[config.mk]
export PLATFORM = sky130hd
export DESIGN_NAME = mode_ctrl_flat
export DESIGN_NICKNAME = d
export VERILOG_FILES = /design/src/rtl/mode_ctrl_if.sv /design/src/rtl/mode_ctrl.sv /design/src/flat_wrapper.sv
export SDC_FILE = /design/constraint.sdc
export NUM_CORES = 1
export LEC_CHECK = 0
export BUFFER_PORTS_ARGS = -buffer_cell sky130_fd_sc_hd__buf_2
export CORE_ASPECT_RATIO = 0.75
export CORE_MARGIN = 3
export CORE_UTILIZATION = 45
export DETAILED_ROUTE_END_ITERATION = 10
export HOLD_SLACK_MARGIN = 0.03
export SKIP_LAST_GASP = 1
export SYNTH_ARGS = -nofsm -noshare
export SYNTH_HDL_FRONTEND = slang
export SYNTH_SLANG_ARGS = --single-unit
[constraint.sdc]
create_clock -name clk -period 2.9 [get_ports clk]
set_input_delay 0.29 -clock clk [delete_from_list [all_inputs] [get_ports clk]]
set_output_delay 0.29 -clock clk [all_outputs]
set_load 0.02 [all_outputs]
[src/rtl/mode_ctrl_if.sv]
// Switch/button inputs and mode outputs of the run/pause/adjust mode controller.
interface mode_ctrl_if;
   logic sw_adj;
   logic sw_sel;
   logic btn_pause;
   logic btn_clr;
   logic reg_mode;
   logic adj_sec_mode;
   logic adj_min_mode;
   logic pause_mode;
   logic clr_pulse;

   modport master (
      output sw_adj, sw_sel, btn_pause, btn_clr,
      input  reg_mode, adj_sec_mode, adj_min_mode, pause_mode, clr_pulse
   );

   modport slave (
      input  sw_adj, sw_sel, btn_pause, btn_clr,
      output reg_mode, adj_sec_mode, adj_min_mode, pause_mode, clr_pulse
   );
endinterface

[src/rtl/mode_ctrl.sv]
// Mode controller: synchronizes and debounces two switches and two buttons,
// then sequences RUN / PAUSED / ADJ_SEC / ADJ_MIN with a sticky paused flag.
//
//   state   | meaning
//   --------+-----------------------------------------------
//   RUN     | counter advances at 1 Hz
//   PAUSED  | counter frozen (paused flag = 1)
//   ADJ_SEC | adjust switch on, seconds selected
//   ADJ_MIN | adjust switch on, minutes selected
module mode_ctrl #(
   parameter int DEBOUNCE_CYCLES = 500000
) (
   input  logic        clk,
   input  logic        rst,
   mode_ctrl_if.slave  bus
);

   localparam int            CW       = $clog2(DEBOUNCE_CYCLES + 1);
   localparam logic [CW-1:0] CNT_LAST = CW'(DEBOUNCE_CYCLES - 1);
   localparam logic [CW-1:0] CNT_ONE  = CW'(1);

   typedef enum logic [1:0] {RUN, PAUSED, ADJ_SEC, ADJ_MIN} state_t;

   // bit order: 0 sw_adj, 1 sw_sel, 2 btn_pause, 3 btn_clr
   logic [3:0]    raw;
   logic [3:0]    sync1;
   logic [3:0]    sync2;
   logic [3:0]    deb;
   logic [3:0]    lvl_q;
   logic [CW-1:0] cnt [4];
   logic          pause_press;
   logic          clr_press;

   state_t state, state_nxt;
   logic   paused, paused_nxt;
   logic   clr_pulse_q;

   assign raw = {bus.btn_clr, bus.btn_pause, bus.sw_sel, bus.sw_adj};

   always_ff @(posedge clk or posedge rst) begin
      if (rst) begin
         sync1       <= '0;
         sync2       <= '0;
         deb         <= '0;
         lvl_q       <= '0;
         pause_press <= 1'b0;
         clr_press   <= 1'b0;
         for (int i = 0; i < 4; i++) cnt[i] <= '0;
      end else begin
         sync1 <= raw;
         sync2 <= sync1;
         for (int i = 0; i < 4; i++) begin
            if (sync2[i] == deb[i]) begin
               cnt[i] <= '0;
            end else if (cnt[i] == CNT_LAST) begin
               deb[i] <= sync2[i];
               cnt[i] <= '0;
            end else begin
               cnt[i] <= cnt[i] + CNT_ONE;
            end
         end
         // Levels and press events are both registered so every input sees
         // the same pipeline depth into the state register.
         lvl_q       <= deb;
         pause_press <= deb[2] & ~lvl_q[2];
         clr_press   <= deb[3] & ~lvl_q[3];
      end
   end

   always_ff @(posedge clk or posedge rst) begin
      if (rst) begin
         state       <= RUN;
         paused      <= 1'b0;
         clr_pulse_q <= 1'b0;
      end else begin
         state       <= state_nxt;
         paused      <= paused_nxt;
         clr_pulse_q <= clr_press;
      end
   end

   always_comb begin
      state_nxt  = state;
      paused_nxt = paused;
      if (lvl_q[0]) begin
         // Adjust entry/hold has priority; a coincident pause press is dropped.
         state_nxt = lvl_q[1] ? ADJ_SEC : ADJ_MIN;
      end else begin
         case (state)
            RUN: begin
               if (pause_press) begin
                  state_nxt  = PAUSED;
                  paused_nxt = 1'b1;
               end
            end
            PAUSED: begin
               if (pause_press) begin
                  state_nxt  = RUN;
                  paused_nxt = 1'b0;
               end
            end
            ADJ_SEC, ADJ_MIN: state_nxt = paused ? PAUSED : RUN;
            default:          state_nxt = RUN;
         endcase
      end
   end

   assign bus.reg_mode     = (state == RUN);
   assign bus.pause_mode   = (state == PAUSED);
   assign bus.adj_sec_mode = (state == ADJ_SEC);
   assign bus.adj_min_mode = (state == ADJ_MIN);
   assign bus.clr_pulse    = clr_pulse_q;

endmodule

[src/flat_wrapper.sv]
// flat-port wrapper written by rule: the top's interface ports become plain ports
module mode_ctrl_flat 
#(
   parameter int DEBOUNCE_CYCLES = 500000
)
  (clk, rst, bus_sw_adj, bus_sw_sel, bus_btn_pause, bus_btn_clr, bus_reg_mode, bus_adj_sec_mode, bus_adj_min_mode, bus_pause_mode, bus_clr_pulse);
  mode_ctrl_if bus_i ();
  input  logic clk;
  input  logic rst;
  input wire logic [$bits(bus_i.sw_adj)-1:0] bus_sw_adj;
  input wire logic [$bits(bus_i.sw_sel)-1:0] bus_sw_sel;
  input wire logic [$bits(bus_i.btn_pause)-1:0] bus_btn_pause;
  input wire logic [$bits(bus_i.btn_clr)-1:0] bus_btn_clr;
  output wire logic [$bits(bus_i.reg_mode)-1:0] bus_reg_mode;
  output wire logic [$bits(bus_i.adj_sec_mode)-1:0] bus_adj_sec_mode;
  output wire logic [$bits(bus_i.adj_min_mode)-1:0] bus_adj_min_mode;
  output wire logic [$bits(bus_i.pause_mode)-1:0] bus_pause_mode;
  output wire logic [$bits(bus_i.clr_pulse)-1:0] bus_clr_pulse;
  assign bus_i.sw_adj = bus_sw_adj;
  assign bus_i.sw_sel = bus_sw_sel;
  assign bus_i.btn_pause = bus_btn_pause;
  assign bus_i.btn_clr = bus_btn_clr;
  assign bus_reg_mode = bus_i.reg_mode;
  assign bus_adj_sec_mode = bus_i.adj_sec_mode;
  assign bus_adj_min_mode = bus_i.adj_min_mode;
  assign bus_pause_mode = bus_i.pause_mode;
  assign bus_clr_pulse = bus_i.clr_pulse;
  mode_ctrl #(.DEBOUNCE_CYCLES(DEBOUNCE_CYCLES)) u_core (.clk(clk), .rst(rst), .bus(bus_i));
endmodule
==> run_results.csv, run 1 <==
group,metric,value,unit
run_status,outcome,"completed",
power,ir_worst_vdd,0.3430,mV
yosys,synth_top_cell_by_area,"dfrtp_1",
yosys,syn_area,4521,um^2
cts,cts_setup_buffers,0,
critical_path,crit_arrival,2350,ps
worst_hold_path,hp-class,"in2reg",
floorplan,start_util,46.43,%
critical_path,worst_r2r_startpoint,"u_core.cnt[57]",
yosys,netlist.area_leader.share,54.25,%
drt,num_vias,3180,
yosys,syn_area_per_cell,10.37,um^2
timing,fin_crit_sh,71.89,%
floorplan,die_x,121.7,um
cts,cts-htree-levels,3,
yosys,synthCells,436,
yosys,synth.area.top_cells,"dfrtp_1 54%, xnor2_1 6.8%, nor2_1 5.2%",
global_route,grt_pass1_wl,14.14,mm
cts,cts_buffers,9,
drt,ant_nets,0,
placed_design,place_congestion,0.7670,
layout,finalInstanceArea,5056,um^2
timing,rsz0062_at_grt,"false",
yosys,synth_nets,446,
placed_design,port_buffers,10,
cts,root_buffer,"clkbuf_16",
drt,drtIter0Drc,192,
drt,wl,7.950,mm
worst_hold_path,min_from,"bus_btn_clr",
timing,drv_slew,0,
global_route,grt-ovfl-total,0,
floorplan,rows,31,
timing,hold_violations,0,
layout,fin_nets,464,
yosys,yosysWarnings,0,
cts,ctsResizeCount,0,
drt,drt_drc_violations_left,0,
placed_design,dp_hpwl,5.343,mm
yosys,synthFlopType,"dfrtp_1",
timing,slew_headroom,51.44,%
yosys,ys_ff_latch,98,
layout,diodes,0,
critical_path,endpoint_kind,"flip-flop",
global_route,grt_max_degree,99,
cts,cts_sinks,98,
timing,tns,0,ps
layout,final_core_util,51.93,%
cts,clock_latency,340,ps
drt,vias_per_cell,5.381,
yosys,seq_area_frac_synth,54.25,%
global_route,grt_use_total,15.52,%
drt,wire_per_inst,13.45,um
power,p_per_area,530.9,nW/um^2
timing,setup_viol,0,
critical_path,timing.critical_path.required,3160,ps
placed_design,dpl_cell_area,4751,um^2
placed_design,dp_cells,575,
power,leakage,0.002054,uW
floorplan,die_h,92.80,um
critical_path,criticalPathCategory,"reg2reg",
flow_run,maxCapViolCount,0,
timing,whs,52.54,ps
critical_path,worstPathMaxFanout,6,
cts,cts_tree,"yes",
critical_path,startpoint_type,"flip-flop",
layout,instances_no_fill,591,
yosys,synth_edf_count,0,
drt,drt_pre_antenna_iters,4,
global_route,antenna_found_initial,0,
layout,area_growth_syn_to_layout,11.85,%
layout,layout_commonest_cell,"dfrtp_1",
timing,finalClockSkew,5.240,ps
critical_path,cp-startpoint,"u_core.cnt[57]",
floorplan,die-area,11300,um^2
timing,tightest_slew,728.3,ps
timing,fmax,479.7,MHz
cts,clk_path_buf_depth,2,
cts,clkTransAtPathRegs,70,ps
timing,min_period,2085,ps
global_route,grt_pass1_vias,3118,
yosys,synth_cell_types,37,
layout,drive_gt1_share,10.02,%
floorplan,io_pins,11,
layout,final_cell_mix,"98 x dfrtp_1, 63 x nor2_1, 35 x xnor2_1",
cts,hold_buffers,0,
floorplan,core,9736,um^2
yosys,synthArstFlopShare,100.0,%
## stage by stage
stage,setup WS (ps),power (uW)
4_1_cts,822.3,2720
3_5_place_dp,850.0,1517
3_3_place_gp,880.6,1515
6_report,815.2,2684
5_1_grt,662.4,2789
2_1_floorplan,47.93,1485
## cell families (layout without fill, tap and decap cells)
| logic type | after synthesis | after routing | synth area share [%] |
|---|---|---|---|
| buffers and inverters | 25 | 48 | 2.242 |
| adders and majority gates | 4 | 4 | 1.107 |
| AOI/OAI and AO/OA | 42 | 42 | 5.895 |
| muxes | 5 | 5 | 1.218 |
| xor gates and xnor gates | 55 | 55 | 10.66 |
| DFF | 98 | 98 | 54.25 |
| and+or+nand+nor | 207 | 207 | 24.63 |
## sequential cells by signal, indices dropped and copies added, names as in the netlist
register,count
u_core.lvl_q,4
u_core.bus.clr_pulse,1
u_core.state,2
u_core.sync2,4
u_core.pause_press,1
u_core.paused,1
u_core.sync1,4
u_core.clr_press,1
u_core.cnt,76
u_core.deb,4
## synth_stat cells (11+ instances only)
cell / count
or3_1: 16
or4_1: 12
xor2_1: 20
dfrtp_1: 98
o21ai_0: 11
nand3_1: 21
nand4_1: 15
nor3_1: 12
nor2_1: 63
a21oi_1: 19
inv_1: 17
nand2_1: 25
nor4_1: 11
xnor2_1: 35
## critical path: stages (launching register included)
cell and delay, ps:
dfrtp_1 400, ha_1 220, nand3_1 270, or4_1 640
or3_1 320, a21oi_1 150
## final timing paths
check / depth (start not counted) / slack (ps) / endpoint
worst max-delay path: 5 / 820 / u_core.cnt[73]
worst min-delay path: 1 / 50 / u_core.sync1[3]
worst max register to register: 5 / 820 / u_core.cnt[73]
worst min register to register: 0 / 350 / u_core.sync2[0]
max in group asynchronous: 3 / 2430 / u_core.cnt[1]
min in group asynchronous: 3 / 60 / u_core.sync1[0]
## layout make-up
type | count | area [um^2]
clock inverter | 6 | 66.31
inverter | 17 | 66.31
multi-input combinational | 313 | 1967
clock buffer | 10 | 239.0
tap | 132 | 165.2
sequential | 98 | 2452
timing repair buffer | 15 | 100.1
fill | 886 | 4679
## power by group
part           internal [uW]  total, uW  leakage (uW)  switching [uW]
clock network            692       1200      0.000141             505
registers               1390       1400       0.00134            18.1
logic                   25.5       84.3      0.000573            58.9
## metal layers
metal  vias to the layer above  GRT usage [%]  share of wire, %
met5                         -              0                 0
met1                      1566          21.13                51
met4                         0          4.571               1.1
li1                       1573              -                 -
met2                        33          24.23                45
met3                         8          4.457               2.9
No activity file was read; power rests on OpenSTA's default activity.
==> inputs of run 2 (changes only) <==
- clock period: 2.9 -> 1.75 ns (I/O delays scaled with it)
==> run_results.csv, run 2 (synthesized netlist as in run 1, its figures left out) <==
group,metric,value,unit
placed_design,port_buffers,10,
layout,fillCellCount,820,
critical_path,endpoint_kind,"flip-flop",
layout,final_core_util,61.53,%
timing,setup_viol,1,
critical_path,worst_r2r_startpoint,"u_core.cnt[63]",
floorplan,core,9736,um^2
floorplan,die_h,92.80,um
critical_path,crit_arrival,2030,ps
timing,hold_violations,0,
layout,top_register,"u_core.cnt",
global_route,grt-ovfl-total,0,
floorplan,die_x,121.7,um
layout,final_cell_mix,"97 x dfrtp_1, 84 x buf_4, 62 x nor2_1",
worst_hold_path,hold_end,"u_core.sync2[2]",
layout,fin_nets,555,
critical_path,worstPathMaxFanout,4,
timing,min_period,1756,ps
drt,num_vias,3510,
timing,tightest_slew,499.6,ps
power,p_per_area,756.8,nW/um^2
layout,diodes,0,
layout,area_growth_syn_to_layout,32.52,%
drt,drtIter0Drc,211,
layout,multi_input_area,2176,um^2
timing,slew_headroom,66.69,%
layout,regArea,2454,um^2
cts,clkTransAtPathRegs,70,ps
timing,finalWorstSetupSlack,-6.411,ps
cts,cts_tree,"yes",
drt,wl,9.472,mm
floorplan,io_pins,11,
placed_design,dpl_cell_area,5395,um^2
placed_design,dp_hpwl,6.350,mm
layout,largest_register_ffs,76,
critical_path,r2r_slack,-6,ps
layout,drive_gt1_share,31.69,%
layout,finalInstanceArea,5991,um^2
global_route,grt_use_total,17.49,%
power,ir_worst_vdd,0.5291,mV
timing,drv_slew,0,
global_route,grt_pass1_wl,16.00,mm
drt,drt_pre_antenna_iters,4,
floorplan,rows,31,
worst_hold_path,min_from,"u_core.sync1[2]",
run_status,outcome,"complete, but fails checks",
layout,layout_commonest_cell,"dfrtp_1",
timing,fin_crit_sh,100.4,%
drt,drt_drc_violations_left,0,
cts,clock_latency,340,ps
drt,ant_nets,0,
timing,finalClockSkew,7.068,ps
worst_hold_path,hold_path_depth,0,
cts,root_buffer,"clkbuf_16",
cts,clk_path_buf_depth,2,
worst_hold_path,hp-class,"reg2reg",
global_route,grt_pass1_vias,3440,
drt,wire_per_inst,13.91,um
run_status,violations,"setup timing",
critical_path,timing.critical_path.required,2020,ps
critical_path,r2r_end,"u_core.cnt[75]",
floorplan,die-area,11300,um^2
critical_path,reg2regPathDepth,5,
cts,cts_sinks,98,
global_route,grt_max_degree,99,
global_route,antenna_found_initial,0,
critical_path,criticalPathCategory,"reg2reg",
flow_run,maxCapViolCount,0,
cts,cts-htree-levels,3,
timing,rsz0062_at_grt,"true",
cts,cts_buffers,9,
floorplan,start_util,46.43,%
power,leakage,0.002541,uW
timing,fmax,569.3,MHz
critical_path,startpoint_type,"flip-flop",
drt,vias_per_cell,5.154,
placed_design,place_congestion,0.8014,
==> run 2: report_power, final <==
group	switching [uW]	leakage [uW]	internal, uW
Sequential	26.8	0.00134	2300
Combinational	121	0.00106	90.5
Clock	853	0.000141	1150
Total	1000	0.00254	3530
==> run 2: what timing repair did <==
item	in CTS	in global routing
gates resized for setup	13	31
pin swaps	11	17
endpoints found under the hold margin	102	0
hold buffers	5	0
endpoints found under the setup margin	18	47
setup buffers	3	6
==> run 2: per-layer routing <==
| metal | up-vias | part of all wire, % | GRT usage [%] |
|---|---|---|---|
| met5 | - | 0 | 0 |
| met4 | 0 | 0.76 | 3.918 |
| met3 | 8 | 3.2 | 5.556 |
| met2 | 37 | 45 | 25.79 |
| met1 | 1719 | 51 | 25.30 |
| li1 | 1746 | - | - |
==> run 2: worst max-delay path, stage by stage (launching register included) <==
cell and delay, ps:
dfrtp_1 390, buf_6 120, nand4_1 120, or4_4 590, or3_4 350, a21oi_2 130
==> run 2: layout make-up <==
cell class | instances | area share, %
clock buffer | 10 | 3.989
sequential | 98 | 40.96
inverter | 17 | 1.128
multi-input combinational | 313 | 36.32
clock inverter | 5 | 1.044
tap | 132 | 2.757
timing repair buffer | 106 | 13.81
==> run 2: stage by stage <==
stage          setup TNS, ps  hold WS (ps)  total power, uW  setup slack [ps]  std cells
3_5_place_dp          -506.5         285.6             2566            -111.0        652
2_1_floorplan         -675.7         206.4             2471            -101.0        436
5_1_grt               -656.5         355.7             4703            -75.60        681
4_1_cts              -0.2773         350.3             4598           -0.2773        675
6_report              -6.411         346.6             4534            -6.411        681
3_3_place_gp          -46.58         282.8             2561            -22.69        652
==> run 2: worst max path at each step <==
stage                        start        endpoint  slack (ps)  depth (start not counted)
floorplan           u_core.cnt[38]  u_core.cnt[54]        -100                          5
global placement    u_core.cnt[48]  u_core.cnt[53]         -20                          5
detailed placement   u_core.cnt[7]  u_core.cnt[17]        -110                          4
CTS                  u_core.cnt[7]  u_core.cnt[17]        -0.3                          4
global route        u_core.cnt[20]  u_core.cnt[37]         -80                          5
finish              u_core.cnt[63]  u_core.cnt[75]          -6                          5
